$ cat config.mk
export PLATFORM = sky130hd
export DESIGN_NAME = mem_bus_interconnect_flat
export DESIGN_NICKNAME = d
export VERILOG_FILES = /design/src/rtl/mem_bus_interconnect_pkg.sv /design/src/rtl/mem_bus_interconnect_if.sv /design/src/rtl/mem_bus_interconnect_decoder.sv /design/src/rtl/mem_bus_interconnect.sv /design/src/flat_wrapper.sv
export SDC_FILE = /design/constraint.sdc
export NUM_CORES = 1
export LEC_CHECK = 0
export CAP_MARGIN = 5
export CORE_ASPECT_RATIO = 0.5
export CORE_MARGIN = 2
export CORE_UTILIZATION = 41
export CTS_BUF_LIST = sky130_fd_sc_hd__clkbuf_16
export CTS_CLUSTER_SIZE = 24
export DETAILED_ROUTE_END_ITERATION = 8
export PLACE_DENSITY_LB_ADDON = 0.08
export SETUP_SLACK_MARGIN = 0.2
export SYNTH_ARGS = -nofsm -noshare
export SYNTH_HDL_FRONTEND = slang
export SYNTH_SLANG_ARGS = --single-unit
$ cat constraint.sdc
create_clock -name clk -period 6.5 [get_ports clk]
set_clock_uncertainty 0.05 [all_clocks]
set_input_delay 1.3 -clock clk [delete_from_list [all_inputs] [get_ports clk]]
set_output_delay 1.3 -clock clk [all_outputs]
set_load 0.01 [all_outputs]
$ cat src/rtl/mem_bus_interconnect_pkg.sv
// rtl/mem_bus_interconnect_pkg.sv - shared types and helpers for the memory bus interconnect
// Purpose: FSM state type, default error read data and the select-width helper
//          used by the interconnect, its decoder and its bus interface users.
// Ports:   none (package)
package mem_bus_pkg;

  typedef enum logic [1:0] {
    IDLE = 2'd0,
    REQ  = 2'd1,
    WAIT = 2'd2
  } bus_state_e;

  localparam logic [31:0] ERR_RDATA_DEFAULT = 32'hDEADBEEF;

  // ceil(log2(n)) with a floor of 1, so a single-slave build still has a select bit
  function automatic int sel_width(input int n);
    int w;
    w = 1;
    while ((1 << w) < n) w++;
    return w;
  endfunction

endpackage

$ cat src/rtl/mem_bus_interconnect_if.sv
// rtl/mem_bus_interconnect_if.sv - CPU native bus interface of the interconnect
// Purpose: bundles the CPU-side request/response signals.
// Ports:   master = CPU view (drives addr/wdata/wstrb/rstrb, receives rdata/busy/err)
//          slave  = interconnect view (the reverse)
interface mem_bus_if #(
  parameter int ADDR_W = 32,
  parameter int DATA_W = 32
) ();

  logic [ADDR_W-1:0]   m_addr;
  logic [DATA_W-1:0]   m_wdata;
  logic [DATA_W/8-1:0] m_wstrb;
  logic                m_rstrb;
  logic [DATA_W-1:0]   m_rdata;
  logic                m_busy;
  logic                m_err;

  modport master (
    output m_addr, m_wdata, m_wstrb, m_rstrb,
    input  m_rdata, m_busy, m_err
  );

  modport slave (
    input  m_addr, m_wdata, m_wstrb, m_rstrb,
    output m_rdata, m_busy, m_err
  );

endinterface

$ cat src/rtl/mem_bus_interconnect_decoder.sv
// rtl/mem_bus_interconnect_decoder.sv - combinational region decoder (bus_addr_decoder)
// Purpose: turns the address bits above the region offset into a slave index and a
//          valid flag.
// Ports:   addr_hi in  HI_W   address bits [ADDR_W-1:REGION_BITS]
//          index   out SEL_W  slave index (low SEL_W bits of addr_hi)
//          valid   out 1      region number is below N_SLAVES
module bus_addr_decoder #(
  parameter int N_SLAVES = 4,
  parameter int HI_W     = 8,
  parameter int SEL_W    = 2
) (
  input  logic [HI_W-1:0]  addr_hi,
  output logic [SEL_W-1:0] index,
  output logic             valid
);

  assign index = addr_hi[SEL_W-1:0];

  // The whole upper field is compared, not just the select bits, so regions
  // beyond the last slave never alias onto a real slave.
  assign valid = ({1'b0, addr_hi} < (HI_W+1)'(N_SLAVES));

endmodule

$ cat src/rtl/mem_bus_interconnect.sv
// rtl/mem_bus_interconnect.sv - single-outstanding CPU bus to N memory-mapped slaves
// Purpose: accepts one CPU request at a time, strobes the decoded slave for one
//          cycle, waits for its ready pulse, and answers with registered read data,
//          a decode-error or a timeout response. Optional statistics counters are
//          built when BUS_STATS_EN is defined.
// Ports:   clk, rst            clock, asynchronous active-high reset
//          cpu (mem_bus_if)    CPU request/response (m_*)
//          s_addr, s_wdata     broadcast address/write data captured at accept
//          s_wstrb, s_rstrb    per-slave write/read strobes, one-cycle pulses
//          s_rdata, s_ready    per-slave read data and completion pulse
//          stat_txn, stat_tmo  completed transaction / timeout counts
module mem_bus_interconnect
  import mem_bus_pkg::*;
#(
  parameter int N_SLAVES    = 4,
  parameter int ADDR_W      = 32,
  parameter int DATA_W      = 32,
  parameter int REGION_BITS = 24,
  parameter int TIMEOUT_CYC = 16,
  parameter logic [DATA_W-1:0] ERR_RDATA = DATA_W'(ERR_RDATA_DEFAULT)
) (
  input  logic                         clk,
  input  logic                         rst,
  mem_bus_if.slave                     cpu,
  output logic [ADDR_W-1:0]            s_addr,
  output logic [DATA_W-1:0]            s_wdata,
  output logic [N_SLAVES*DATA_W/8-1:0] s_wstrb,
  output logic [N_SLAVES-1:0]          s_rstrb,
  input  logic [N_SLAVES*DATA_W-1:0]   s_rdata,
  input  logic [N_SLAVES-1:0]          s_ready,
  output logic [31:0]                  stat_txn,
  output logic [15:0]                  stat_tmo
);

  localparam int STRB_W = DATA_W / 8;
  localparam int SEL_W  = sel_width(N_SLAVES);
  localparam int HI_W   = ADDR_W - REGION_BITS;
  localparam int TMO_W  = sel_width(TIMEOUT_CYC);

  bus_state_e state_q, state_d;

  logic [SEL_W-1:0]    dec_index, sel_q;
  logic                dec_valid, sel_valid_q, is_write_q, early_q;
  logic [DATA_W-1:0]   hold_q, rdata_sel, rdata_q;
  logic [TMO_W-1:0]    tmo_cnt_q;
  logic                busy_q, err_q;
  logic [N_SLAVES-1:0] dec_oh, sel_oh;
  logic                req, is_write_req, ready_hit;
  logic                accept, done_ok, dec_err, timeout;

  assign is_write_req = |cpu.m_wstrb;
  assign req          = cpu.m_rstrb | is_write_req;

  bus_addr_decoder #(
    .N_SLAVES (N_SLAVES),
    .HI_W     (HI_W),
    .SEL_W    (SEL_W)
  ) u_decoder (
    .addr_hi (cpu.m_addr[ADDR_W-1:REGION_BITS]),
    .index   (dec_index),
    .valid   (dec_valid)
  );

  // One-hot forms of the live decode and the captured selection; the captured
  // one also masks s_ready and steers the read-data mux.
  always_comb begin
    dec_oh    = '0;
    sel_oh    = '0;
    rdata_sel = '0;
    for (int i = 0; i < N_SLAVES; i++) begin
      dec_oh[i] = dec_valid && (dec_index == SEL_W'(i));
      sel_oh[i] = sel_valid_q && (sel_q == SEL_W'(i));
      if (sel_oh[i]) rdata_sel = s_rdata[i*DATA_W +: DATA_W];
    end
  end

  assign ready_hit = |(s_ready & sel_oh);

  always_ff @(posedge clk or posedge rst) begin
    if (rst) state_q <= IDLE;
    else     state_q <= state_d;
  end

  always_comb begin
    state_d = state_q;
    accept  = 1'b0;
    done_ok = 1'b0;
    dec_err = 1'b0;
    timeout = 1'b0;
    case (state_q)
      IDLE: begin
        if (req) begin
          accept  = 1'b1;
          state_d = REQ;
        end
      end
      REQ: begin
        if (!sel_valid_q) begin
          dec_err = 1'b1;
          state_d = IDLE;
        end else begin
          state_d = WAIT;
        end
      end
      WAIT: begin
        // A ready seen during REQ completes here, one cycle later, like a
        // ready in the first WAIT cycle. Ready beats timeout on the same edge.
        if (early_q || ready_hit) begin
          done_ok = 1'b1;
          state_d = IDLE;
        end else if (tmo_cnt_q == TMO_W'(TIMEOUT_CYC - 1)) begin
          timeout = 1'b1;
          state_d = IDLE;
        end
      end
      default: state_d = IDLE;
    endcase
  end

  always_ff @(posedge clk or posedge rst) begin
    if (rst) begin
      s_addr      <= '0;
      s_wdata     <= '0;
      s_wstrb     <= '0;
      s_rstrb     <= '0;
      sel_q       <= '0;
      sel_valid_q <= 1'b0;
      is_write_q  <= 1'b0;
      early_q     <= 1'b0;
      hold_q      <= '0;
      rdata_q     <= '0;
      tmo_cnt_q   <= '0;
      busy_q      <= 1'b0;
      err_q       <= 1'b0;
    end else begin
      s_wstrb <= '0;
      s_rstrb <= '0;
      err_q   <= 1'b0;

      if (accept) begin
        s_addr      <= cpu.m_addr;
        s_wdata     <= cpu.m_wdata;
        sel_q       <= dec_index;
        sel_valid_q <= dec_valid;
        is_write_q  <= is_write_req;
        early_q     <= 1'b0;
        tmo_cnt_q   <= '0;
        busy_q      <= 1'b1;
        // Write wins when both strobes are set; dec_oh is zero on a decode miss.
        if (is_write_req) begin
          for (int i = 0; i < N_SLAVES; i++)
            s_wstrb[i*STRB_W +: STRB_W] <= dec_oh[i] ? cpu.m_wstrb : '0;
        end else begin
          s_rstrb <= dec_oh;
        end
      end

      if (state_q == REQ) begin
        early_q <= ready_hit;
        hold_q  <= rdata_sel;
      end

      if (state_q == WAIT && !done_ok && !timeout)
        tmo_cnt_q <= tmo_cnt_q + TMO_W'(1);

      if (done_ok) begin
        busy_q <= 1'b0;
        if (!is_write_q) rdata_q <= early_q ? hold_q : rdata_sel;
      end

      if (dec_err || timeout) begin
        busy_q  <= 1'b0;
        err_q   <= 1'b1;
        rdata_q <= ERR_RDATA;
      end
    end
  end

  assign cpu.m_rdata = rdata_q;
  assign cpu.m_busy  = busy_q;
  assign cpu.m_err   = err_q;

`ifdef BUS_STATS_EN
  logic [31:0] txn_q;
  logic [15:0] tmo_q;

  always_ff @(posedge clk or posedge rst) begin
    if (rst) begin
      txn_q <= '0;
      tmo_q <= '0;
    end else begin
      if (done_ok || dec_err || timeout) txn_q <= txn_q + 32'd1;
      if (timeout && tmo_q != 16'hFFFF)  tmo_q <= tmo_q + 16'd1;
    end
  end

  assign stat_txn = txn_q;
  assign stat_tmo = tmo_q;
`else
  assign stat_txn = '0;
  assign stat_tmo = '0;
`endif

endmodule

$ cat src/flat_wrapper.sv
// flat-port wrapper written by rule: the top's interface ports become plain ports
module mem_bus_interconnect_flat import mem_bus_pkg::*;
#(
  parameter int N_SLAVES    = 4,
  parameter int ADDR_W      = 32,
  parameter int DATA_W      = 32,
  parameter int REGION_BITS = 24,
  parameter int TIMEOUT_CYC = 16,
  parameter logic [DATA_W-1:0] ERR_RDATA = DATA_W'(ERR_RDATA_DEFAULT)
)
  (clk, rst, s_addr, s_wdata, s_wstrb, s_rstrb, s_rdata, s_ready, stat_txn, stat_tmo, cpu_m_addr, cpu_m_wdata, cpu_m_wstrb, cpu_m_rstrb, cpu_m_rdata, cpu_m_busy, cpu_m_err);
  mem_bus_if #(.ADDR_W(ADDR_W), .DATA_W(DATA_W)) cpu_i ();
  input  logic clk;
  input  logic rst;
  output logic [ADDR_W-1:0] s_addr;
  output logic [DATA_W-1:0] s_wdata;
  output logic [N_SLAVES*DATA_W/8-1:0] s_wstrb;
  output logic [N_SLAVES-1:0] s_rstrb;
  input  logic [N_SLAVES*DATA_W-1:0] s_rdata;
  input  logic [N_SLAVES-1:0] s_ready;
  output logic [31:0] stat_txn;
  output logic [15:0] stat_tmo;
  input wire logic [$bits(cpu_i.m_addr)-1:0] cpu_m_addr;
  input wire logic [$bits(cpu_i.m_wdata)-1:0] cpu_m_wdata;
  input wire logic [$bits(cpu_i.m_wstrb)-1:0] cpu_m_wstrb;
  input wire logic [$bits(cpu_i.m_rstrb)-1:0] cpu_m_rstrb;
  output wire logic [$bits(cpu_i.m_rdata)-1:0] cpu_m_rdata;
  output wire logic [$bits(cpu_i.m_busy)-1:0] cpu_m_busy;
  output wire logic [$bits(cpu_i.m_err)-1:0] cpu_m_err;
  assign cpu_i.m_addr = cpu_m_addr;
  assign cpu_i.m_wdata = cpu_m_wdata;
  assign cpu_i.m_wstrb = cpu_m_wstrb;
  assign cpu_i.m_rstrb = cpu_m_rstrb;
  assign cpu_m_rdata = cpu_i.m_rdata;
  assign cpu_m_busy = cpu_i.m_busy;
  assign cpu_m_err = cpu_i.m_err;
  mem_bus_interconnect #(.N_SLAVES(N_SLAVES), .ADDR_W(ADDR_W), .DATA_W(DATA_W), .REGION_BITS(REGION_BITS), .TIMEOUT_CYC(TIMEOUT_CYC), .ERR_RDATA(ERR_RDATA)) u_core (.clk(clk), .rst(rst), .cpu(cpu_i), .s_addr(s_addr), .s_wdata(s_wdata), .s_wstrb(s_wstrb), .s_rstrb(s_rstrb), .s_rdata(s_rdata), .s_ready(s_ready), .stat_txn(stat_txn), .stat_tmo(stat_tmo));
endmodule
==> out/qor.csv, run 1 <==
stage;metric;value;unit
outcome;status;completed;
final_layout;Finished Layout Cells;1222;
synth;Yosys cell types;44;
detailed_routing;via/cell ratio;5.08;
detailed_routing;Pre-antenna DRT Iters;4;
final_layout;share of cells above drive strength 1;9.72;%
detailed_routing;wire length per cell;17.4;microns
synth;Seq/Total Area, Yosys;52.8;%
place;GPL Wtd Cong;0.758;
sta;final number of hold-violating endpoints;0;
final_layout;Filler cells;1456;
grt;global-route wire length before repair;33200;microns
detailed_routing;Post-DRT Antenna Nets;0;
sta;Final setup viols;0;
worst_hold_path;worst hold stages;2;
cts;total CTS buffers;17;
sta;Tcrit/Tclk final;55.8;%
power_and_ir_drop;PwrDens;347;mW/mm^2
synth;Synth area leaders;dfrtp_1, nand2_1, mux4_2, a22o_1, buf_4;
cts;CTS tree;built;
die;Starting Density;42.6;%
critical_path;CP Capture Type;output port;
detailed_routing;Routed WL;21200;microns
critical_path;Critical Path RT;5.15;ns
critical_path;Reg2Reg Setup Slack;3.31;ns
sta;Tightest Pin Transition;1.16;ns
sta;RSZ-0062 raised after global routing;no;
place;number of port buffers;320;
cts;H-tree Lvls;4;
synth;asr flop ratio synth;100;%
cts;Root Buffer;clkbuf_16;
place;worst slack, placed;2.82;ns
power_and_ir_drop;peak supply drop;0.258;mV
die;core area;0.0177;sq mm
cts;cts hold-fix bufs;0;
cts;worst skew pair latency;0.42;ns
synth;Post-Syn Area per Cell;11.1;sq um
critical_path;worst reg-to-reg path cell count;5;
final_layout;# diodes;0;
critical_path;startpoint type of the worst setup path;flop;
synth;top-count cell post-synth;nand2_1;
grt;Global Route Usage Sum;21.7;%
critical_path;Arr. time, crit path;2.27;ns
synth;synthesized area;0.00753;sq mm
final_layout;area grow syn2layout;49.1;%
synth;Main synth FF type;dfrtp_1;
cts;Sinks on Clock Net;159;
die;die area;0.0195;sq mm
die;Die W;196;microns
synth;commonest cells in the netlist;nand2_1, dfrtp_1, a22o_1, buf_4, mux4_2;
worst_hold_path;Hold Path Class;reg2reg;
sta;setup ws final;2.88;ns
sta;TNS Setup;0;ns
cts;Post-CTS Setup Bufs;0;
synth;Mapped Cells;678;
final_layout;nets;1179;
die;Ports;369;
grt;gr ovfl total;0;
synth;#FFs+latches synth;159;
worst_hold_path;hold_sp;u_core.s_wdata[7]$_DFFE_PP0P_;
grt;largest net degree at the start of global routing;69;
power_and_ir_drop;Leakage;4.81;nW
cts;clock slew at reported path FFs;0.06;ns
final_layout;Util after Layout;63.5;%
detailed_routing;Iter 0 DRT Violations;331;
cts;CTS resizes;0;
critical_path;FF-to-FF End;u_core.cpu.m_rdata[27]$_DFFE_PP0P_;
critical_path;crit path kind;reg2out;
place;dpl cells;1190;
sta;max_slew headroom;22.6;%
critical_path;Worst R2R Start;u_core.s_addr[25]$_DFFE_PP0P_;
sta;Max Freq;276;MHz
sta;fin. max-slew vios;0;
detailed_routing;vias;6211;
detailed_routing;DRC viols;0;
job;maxcap violations;0;
synth;total number of yosys warnings;0;
synth;post-synth top area share;52.8;%
critical_path;CP max FO;20;
sta;Hold WS;0.421;ns
sta;post-layout minimum cycle time;3.62;ns
synth;Post-synth EDFFs;0;
grt;initial antenna violation count;0;
synth;area leader, netlist;dfrtp_1;
cts;Max clock buf depth;2;
die;# rows;34;
place;DP Wirelength;15200;microns
grt;vias in the first global route;6308;
worst_hold_path;hold worst-path end;u_core.s_wdata[7]$_DFFE_PP0P_;
die;Die Span Y;99.9;microns
[where the power goes]
group,internal [mW],leakage (nW),total [mW],switching (mW)
clock,0.531,0.260,0.951,0.420
sequential,1.21,1.96,1.38,0.167
combinational,0.788,2.58,1.57,0.779
[per-layer routing]
metal / share of wire, % / vias to the layer above / GRT usage [%]
li1: - / 2876 / -
met4: 0.80 / 0 / 5.54
met5: 0 / - / 0
met1: 41 / 3116 / 26.9
met3: 8.5 / 15 / 7.53
met2: 50 / 204 / 37.0
[how the worst max path moves through the flow]
| stage | from | to | slack [ns] | cells past startpoint |
|---|---|---|---|---|
| 2_1_floorplan | rst | u_core.cpu.m_busy$_DFFE_PP0P_ | 0.86 | 1 |
| 3_3_place_gp | cpu_m_wstrb[1] | u_core.s_addr[31]$_DFFE_PP0P_ | 2.85 | 5 |
| 3_5_place_dp | s_ready[1] | u_core.cpu.m_rdata[0]$_DFFE_PP0P_ | 2.82 | 5 |
| 4_1_cts | u_core.s_addr[25]$_DFFE_PP0P_ | s_addr[25] | 2.82 | 2 |
| 5_1_grt | u_core.s_addr[25]$_DFFE_PP0P_ | s_addr[25] | 2.73 | 2 |
| 6_report | u_core.s_addr[25]$_DFFE_PP0P_ | s_addr[25] | 2.88 | 2 |
[area by class of cell]
cell class                 count  area, sq um  share of cell area (%)
tap                          234          293                    2.61
clock inverter                15          135                    1.20
sequential                   159         3980                    35.4
timing repair buffer         329         3270                    29.1
multi-input combinational    462         3100                    27.6
inverter                       6         35.0                   0.312
clock buffer                  17          425                    3.79
[logic make-up (layout without fill, tap and decap cells)]
logic type	Yosys count	in the layout	share of synthesized area (%)
AO/OA/AOI/OAI	107	107	12.3
adder cells (fa/ha/maj)	1	1	0.166
buffers and inverters	104	367	8.67
flip-flops	159	159	52.8
multiplexers	43	43	11.2
other	1	48	0.0498
AND/OR/NAND/NOR	263	263	14.8
[registers in the layout (all words and copies together), names as in the netlist]
signal and cells:
u_core.cpu.m_busy 1, u_core.cpu.m_err 1, u_core.cpu.m_rdata 32, u_core.early_q 1, u_core.hold_q 32, u_core.is_write_q 1, u_core.s_addr 31, u_core.s_rstrb 4
u_core.s_wdata 32, u_core.s_wstrb 16, u_core.sel_q 1, u_core.sel_valid_q 1, u_core.state_q 2, u_core.tmo_cnt_q 4
[stage by stage]
| stage | power [mW] | instance area, sq um |
|---|---|---|
| 2_1_floorplan | 2.28 | 7710 |
| 3_3_place_gp | 2.96 | 10700 |
| 3_5_place_dp | 2.98 | 10700 |
| 4_1_cts | 3.95 | 11200 |
| 5_1_grt | 4.15 | 11200 |
| 6_report | 3.90 | 11200 |
[cells in the final DEF (no fill, tap or decap), types with 9 or more instances in the layout]
cell type        instances
a22o_1                  57
nand2_1                185
clkdlybuf4s50_1        320
dfrtp_1                158
nor3_1                   9
or3_1                   24
nor2_1                  22
conb_1                  48
o31a_1                  24
buf_4                    9
clkbuf_16               17
mux4_2                  30
[worst max-delay path: stages (launching register included)]
cell and delay (ns):
dfrtp_1 0.82, buf_4 0.41, clkdlybuf4s50_1 0.61
Power figures use the tool's default switching activity.
==> run 2: changes to the inputs <==
clock period = 3.8 ns   (was 6.5 ns; I/O delays follow)
==> run 2 against run 1 <==
Sequential power is 66% higher. Cell count is 0.41% higher. Largest cell class unchanged. Critical path type is now in2reg. Worst hold slack hardly changed. Non-clock buffer count is 5 higher. Highest routed layer unchanged. Largest power group unchanged.
==> out/qor.csv, run 2 (synthesized netlist as in run 1, its figures left out) <==
stage;metric;value;unit
detailed_routing;via/cell ratio;5.04;
detailed_routing;vias;6179;
sta;Max Freq;373;MHz
die;die area;0.0195;sq mm
cts;Sinks on Clock Net;159;
place;GPL Wtd Cong;0.773;
cts;Post-CTS Setup Bufs;0;
power_and_ir_drop;peak supply drop;0.429;mV
sta;Final setup viols;0;
sta;Tightest Pin Transition;0.656;ns
critical_path;CP max FO;64;
outcome;status;completed;
sta;final number of hold-violating endpoints;0;
die;# rows;34;
job;maxcap violations;0;
power_and_ir_drop;PwrDens;591;mW/mm^2
sta;post-layout minimum cycle time;2.68;ns
cts;Max clock buf depth;2;
critical_path;CP Capture Type;flop;
detailed_routing;Post-DRT Antenna Nets;0;
sta;fin. max-slew vios;0;
sta;max_slew headroom;56.3;%
cts;total CTS buffers;17;
detailed_routing;Routed WL;21000;microns
final_layout;design area;0.0113;sq mm
critical_path;Critical Path RT;4.04;ns
sta;RSZ-0062 raised after global routing;no;
detailed_routing;Iter 0 DRT Violations;306;
sta;TNS Setup;0;ns
grt;largest net degree at the start of global routing;73;
place;DP Wirelength;15100;microns
cts;cts hold-fix bufs;0;
final_layout;share of cells above drive strength 1;10.3;%
die;Starting Density;42.6;%
cts;clock slew at reported path FFs;0.06;ns
final_layout;# diodes;0;
power_and_ir_drop;Leakage;4.84;nW
worst_hold_path;Hold Path Class;reg2reg;
cts;H-tree Lvls;4;
power_and_ir_drop;Clock power frac;24.4;%
power_and_ir_drop;switching part of the total;34.8;%
critical_path;crit path kind;in2reg;
detailed_routing;wire length per cell;17.1;microns
die;Ports;369;
power_and_ir_drop;internal power;4.35;mW
die;Die Span Y;99.9;microns
final_layout;commonest non-fill, non-tap cell in the layout;clkdlybuf4s50_1;
grt;gr ovfl total;0;
grt;Global Route Usage Sum;21.6;%
detailed_routing;Pre-antenna DRT Iters;4;
final_layout;area grow syn2layout;49.8;%
die;Die W;196;microns
grt;vias in the first global route;6407;
final_layout;leading cell types in the layout, fill and taps excluded;clkdlybuf4s50_1, nand2_1, dfrtp_1;
place;number of port buffers;320;
power_and_ir_drop;combinational power share;41.1;%
power_and_ir_drop;Net Sw Power;2.32;mW
power_and_ir_drop;sequential share of power;34.4;%
cts;worst skew pair latency;0.42;ns
grt;global-route wire length before repair;33200;microns
critical_path;startpoint type of the worst setup path;input port;
sta;Tcrit/Tclk final;70.6;%
final_layout;nets;1184;
place;worst slack, placed;0.677;ns
die;core area;0.0177;sq mm
cts;Root Buffer;clkbuf_16;
grt;initial antenna violation count;0;
detailed_routing;DRC viols;0;
cts;CTS resizes;0;
place;placed cell area;0.0107;sq mm
sta;setup ws final;1.12;ns
cts;CTS tree;built;
final_layout;Util after Layout;63.8;%
critical_path;Arr. time, crit path;2.93;ns
[run 2: cell count changes in the layout (fill, tap and decap cells not counted)]
cell / before / now
clkinv_1: 2 / 1
clkinv_4: 1 / 0
clkinv_2: 1 / 3
buf_4: 9 / 13
buf_12: 0 / 1
[run 2: final timing paths]
check / from / endpoint / slack (ns) / cells after the start
min in group asynchronous: rst / u_core.s_addr[28]$_DFFE_PP0P_ / 0.60 / 2
min reg2reg: u_core.s_wdata[18]$_DFFE_PP0P_ / u_core.s_wdata[18]$_DFFE_PP0P_ / 0.42 / 2
min: u_core.s_wdata[18]$_DFFE_PP0P_ / u_core.s_wdata[18]$_DFFE_PP0P_ / 0.42 / 2
max reg2reg: u_core.s_addr[25]$_DFFE_PP0P_ / u_core.cpu.m_rdata[31]$_DFFE_PP0P_ / 1.30 / 6
max: cpu_m_wstrb[1] / u_core.s_addr[31]$_DFFE_PP0P_ / 1.12 / 5
max in group asynchronous: rst / u_core.s_addr[1]$_DFFE_PP0P_ / 2.31 / 3
[run 2: area by class of cell]
cell class | instances | area, sq um
fillers | 1465 | 6410
flip-flops and latches | 159 | 3980
repair buffers | 334 | 3320
multi-input cells | 462 | 3100
clock buffers | 17 | 425
well taps | 234 | 293
clock inverters | 15 | 134
inverters | 6 | 33.8
[run 2: power by group through the flow]
stage	Sequential, mW	Combinational (mW)	Clock [mW]
final	2.29	2.74	1.63
after global placement	2.31	2.75	0
after floorplan	2.46	1.44	0
after global routing	2.35	3.00	1.74
after CTS	2.30	2.79	1.67
after detailed placement	2.31	2.78	0
[run 2: worst max-delay path, stage by stage]
cell and delay, ns:
clkdlybuf4s50_1 0.41, or4_1 0.60, o21ai_4 0.17, buf_4 0.55, mux2_2 0.40
[run 2: metal layers]
| layer | share of wire (%) | GRT usage (%) |
|---|---|---|
| met5 | 0 | 0 |
| met4 | 1.3 | 5.94 |
| met3 | 7.0 | 6.15 |
| met2 | 50 | 37.1 |
| met1 | 41 | 27.2 |
[run 2: stage by stage]
| stage | total power [mW] | cells | hold WS, ns |
|---|---|---|---|
| 3_3_place_gp | 5.06 | 1195 | 0.406 |
| 2_1_floorplan | 3.91 | 725 | 0.408 |
| 6_report | 6.67 | 1227 | 0.421 |
| 4_1_cts | 6.76 | 1227 | 0.427 |
| 3_5_place_dp | 5.09 | 1195 | 0.411 |
| 5_1_grt | 7.10 | 1227 | 0.454 |
==> run 3: changes to the inputs <==
CORE_UTILIZATION = 37   (was 41)
clock period = 2.3 ns   (was 3.8 ns; I/O delays follow)
==> run 3 against run 2 <==
Power is 76% higher. Global-route usage down 1.0 points. Die area up 10%. Highest routed layer unchanged.
==> out/qor.csv, run 3 (synthesized netlist as in run 1, its figures left out) <==
stage;metric;value;unit
final_layout;leading cell types in the layout, fill and taps excluded;clkdlybuf4s50_1, nand2_1, dfrtp_1;
critical_path;crit path kind;reg2out;
power_and_ir_drop;peak supply drop;0.555;mV
detailed_routing;Routed WL;22400;microns
power_and_ir_drop;sequential share of power;32.4;%
power_and_ir_drop;internal power;7.65;mW
final_layout;nets;1207;
sta;fin. max-slew vios;0;
final_layout;area grow syn2layout;54.9;%
job;maxcap violations;0;
sta;Final setup viols;0;
grt;global-route wire length before repair;34800;microns
sta;TNS Setup;0;ns
critical_path;Arr. time, crit path;1.58;ns
cts;H-tree Lvls;4;
grt;largest net degree at the start of global routing;62;
final_layout;Filler cells;1700;
power_and_ir_drop;PwrDens;1000;mW/mm^2
power_and_ir_drop;combinational power share;43.9;%
critical_path;worst reg-to-reg path cell count;6;
die;# rows;36;
die;Ports;369;
detailed_routing;via/cell ratio;4.92;
final_layout;Register Area;0.00398;sq mm
detailed_routing;Post-DRT Antenna Nets;0;
critical_path;Worst R2R Start;u_core.sel_q[0]$_DFFE_PP0P_;
place;DP Wirelength;15900;microns
cts;Sinks on Clock Net;159;
critical_path;top cell family by delay on the critical path;buffers and inverters;
sta;max_slew headroom;56.0;%
detailed_routing;Iter 0 DRT Violations;306;
sta;Hold WS;0.248;ns
critical_path;Reg2Reg Setup Slack;0.26;ns
grt;vias in the first global route;6527;
die;core area;0.0197;sq mm
die;Die Span Y;105;microns
sta;RSZ-0062 raised after global routing;yes;
critical_path;startpoint type of the worst setup path;flop;
die;Starting Density;38.2;%
power_and_ir_drop;Leakage;5.01;nW
critical_path;FF-to-FF End;u_core.cpu.m_rdata[23]$_DFFE_PP0P_;
detailed_routing;vias;6318;
detailed_routing;Pre-antenna DRT Iters;5;
grt;Global Route Usage Sum;20.6;%
cts;Root Buffer;clkbuf_16;
final_layout;Finished Layout Cells;1283;
sta;Tightest Pin Transition;0.659;ns
die;die area;0.0216;sq mm
cts;CTS tree;built;
sta;Tcrit/Tclk final;90.7;%
detailed_routing;DRC viols;0;
place;number of port buffers;320;
place;dpl cells;1242;
power_and_ir_drop;switching part of the total;34.7;%
place;GPL Wtd Cong;0.770;
detailed_routing;wire length per cell;17.5;microns
cts;worst skew pair latency;0.42;ns
sta;post-layout minimum cycle time;2.09;ns
final_layout;share of cells above drive strength 1;13.0;%
power_and_ir_drop;Clock power frac;23.7;%
sta;final number of hold-violating endpoints;0;
die;Die W;206;microns
cts;total CTS buffers;17;
critical_path;CP Buf/Inv Count;2;
critical_path;Slowest-stage cell, CP;clkdlybuf4s50_1;
power_and_ir_drop;Net Sw Power;4.07;mW
outcome;status;completed;
cts;clock slew at reported path FFs;0.07;ns
final_layout;area occupied by multi-input gates;0.00310;sq mm
critical_path;Critical Path RT;1.79;ns
final_layout;commonest non-fill, non-tap cell in the layout;clkdlybuf4s50_1;
critical_path;CP max FO;17;
sta;Max Freq;479;MHz
critical_path;CP Cell Sequence;buf_12 > clkdlybuf4s50_1;
cts;Max clock buf depth;2;
critical_path;CP Capture Type;output port;
cts;cts hold-fix bufs;0;
grt;gr ovfl total;0;
grt;initial antenna violation count;1;
worst_hold_path;Hold Path Class;in2async;
critical_path;Critical Path Max Stage Delay;0.55;ns
run 3: cell types whose count changed in the layout (fill, tap and decap cells not counted), moves of 2 or more:
| cell | before | now |
|---|---|---|
| mux2i_1 | 5 | 3 |
| inv_6 | 5 | 8 |
| mux4_2 | 30 | 32 |
| buf_12 | 1 | 10 |
| mux2i_2 | 0 | 2 |
| buf_4 | 13 | 25 |
| mux4_1 | 2 | 0 |
| clkinvlp_4 | 5 | 3 |
run 3: power by group through the flow:
stage	combinational [mW]	clock, mW	sequential, mW
6_report	5.14	2.77	3.80
5_1_grt	5.57	2.96	3.88
2_1_floorplan	2.38	0	4.07
3_5_place_dp	4.90	0	3.83
4_1_cts	5.06	2.84	3.79
3_3_place_gp	4.87	0	3.82
run 3: layout make-up:
type	instances	area share, %
antenna	1	0.0214
multi-input combinational	462	26.6
tap	266	2.85
timing repair buffer	357	31.2
clock inverter	15	1.27
clock buffer	17	3.65
inverter	6	0.289
sequential	159	34.1
run 3: stage by stage:
step                      worst slack [ns]  power (mW)  cell area (sq um)  util, %
final                                0.213        11.7              11700     59.2
after global routing                 0.160        12.4              11700     59.2
after CTS                            0.115        11.7              11600     58.8
after detailed placement            -0.293        8.73              11000     55.5
after global placement              -0.234        8.68              11000     55.5
after floorplan                     -0.225        6.45               7710        -
run 3: worst max path at each step:
stage                                         end                     startpoint  slack, ns  cells after the start
2_1_floorplan       u_core.cpu.m_busy$_DFFE_PP0P_                            rst      -0.22                      1
6_report                               s_addr[25]  u_core.s_addr[25]$_DFFE_PP0P_       0.21                      2
5_1_grt                                s_addr[25]  u_core.s_addr[25]$_DFFE_PP0P_       0.16                      2
3_3_place_gp   u_core.cpu.m_rdata[25]$_DFFE_PP0P_                     s_ready[1]      -0.23                      5
3_5_place_dp    u_core.cpu.m_rdata[5]$_DFFE_PP0P_                     s_ready[1]      -0.29                      5
4_1_cts                                s_addr[25]  u_core.s_addr[25]$_DFFE_PP0P_       0.12                      2
run 3: worst register-to-register path, stage by stage, from the launching register on:
cell and delay (ns):
dfrtp_2 0.44, buf_12 0.15, mux2i_2 0.18, o221a_2 0.32, buf_4 0.25, or3_1 0.43, o31a_1 0.12
run 3: metal layers:
layer,vias up,global-route usage (%),part of all wire (%)
li1,2927,-,-
met1,3149,25.1,41
met2,219,36.1,51
met3,23,5.33,6.7
met4,0,5.61,1.3
met5,-,0,0
run 3: what timing repair did:
item / 4_1_cts / 5_1_grt
resized for setup: 5 / 6
buffers inserted: 4 / 3
cloned: 0 / 1
endpoints found under the setup margin: 26 / 12
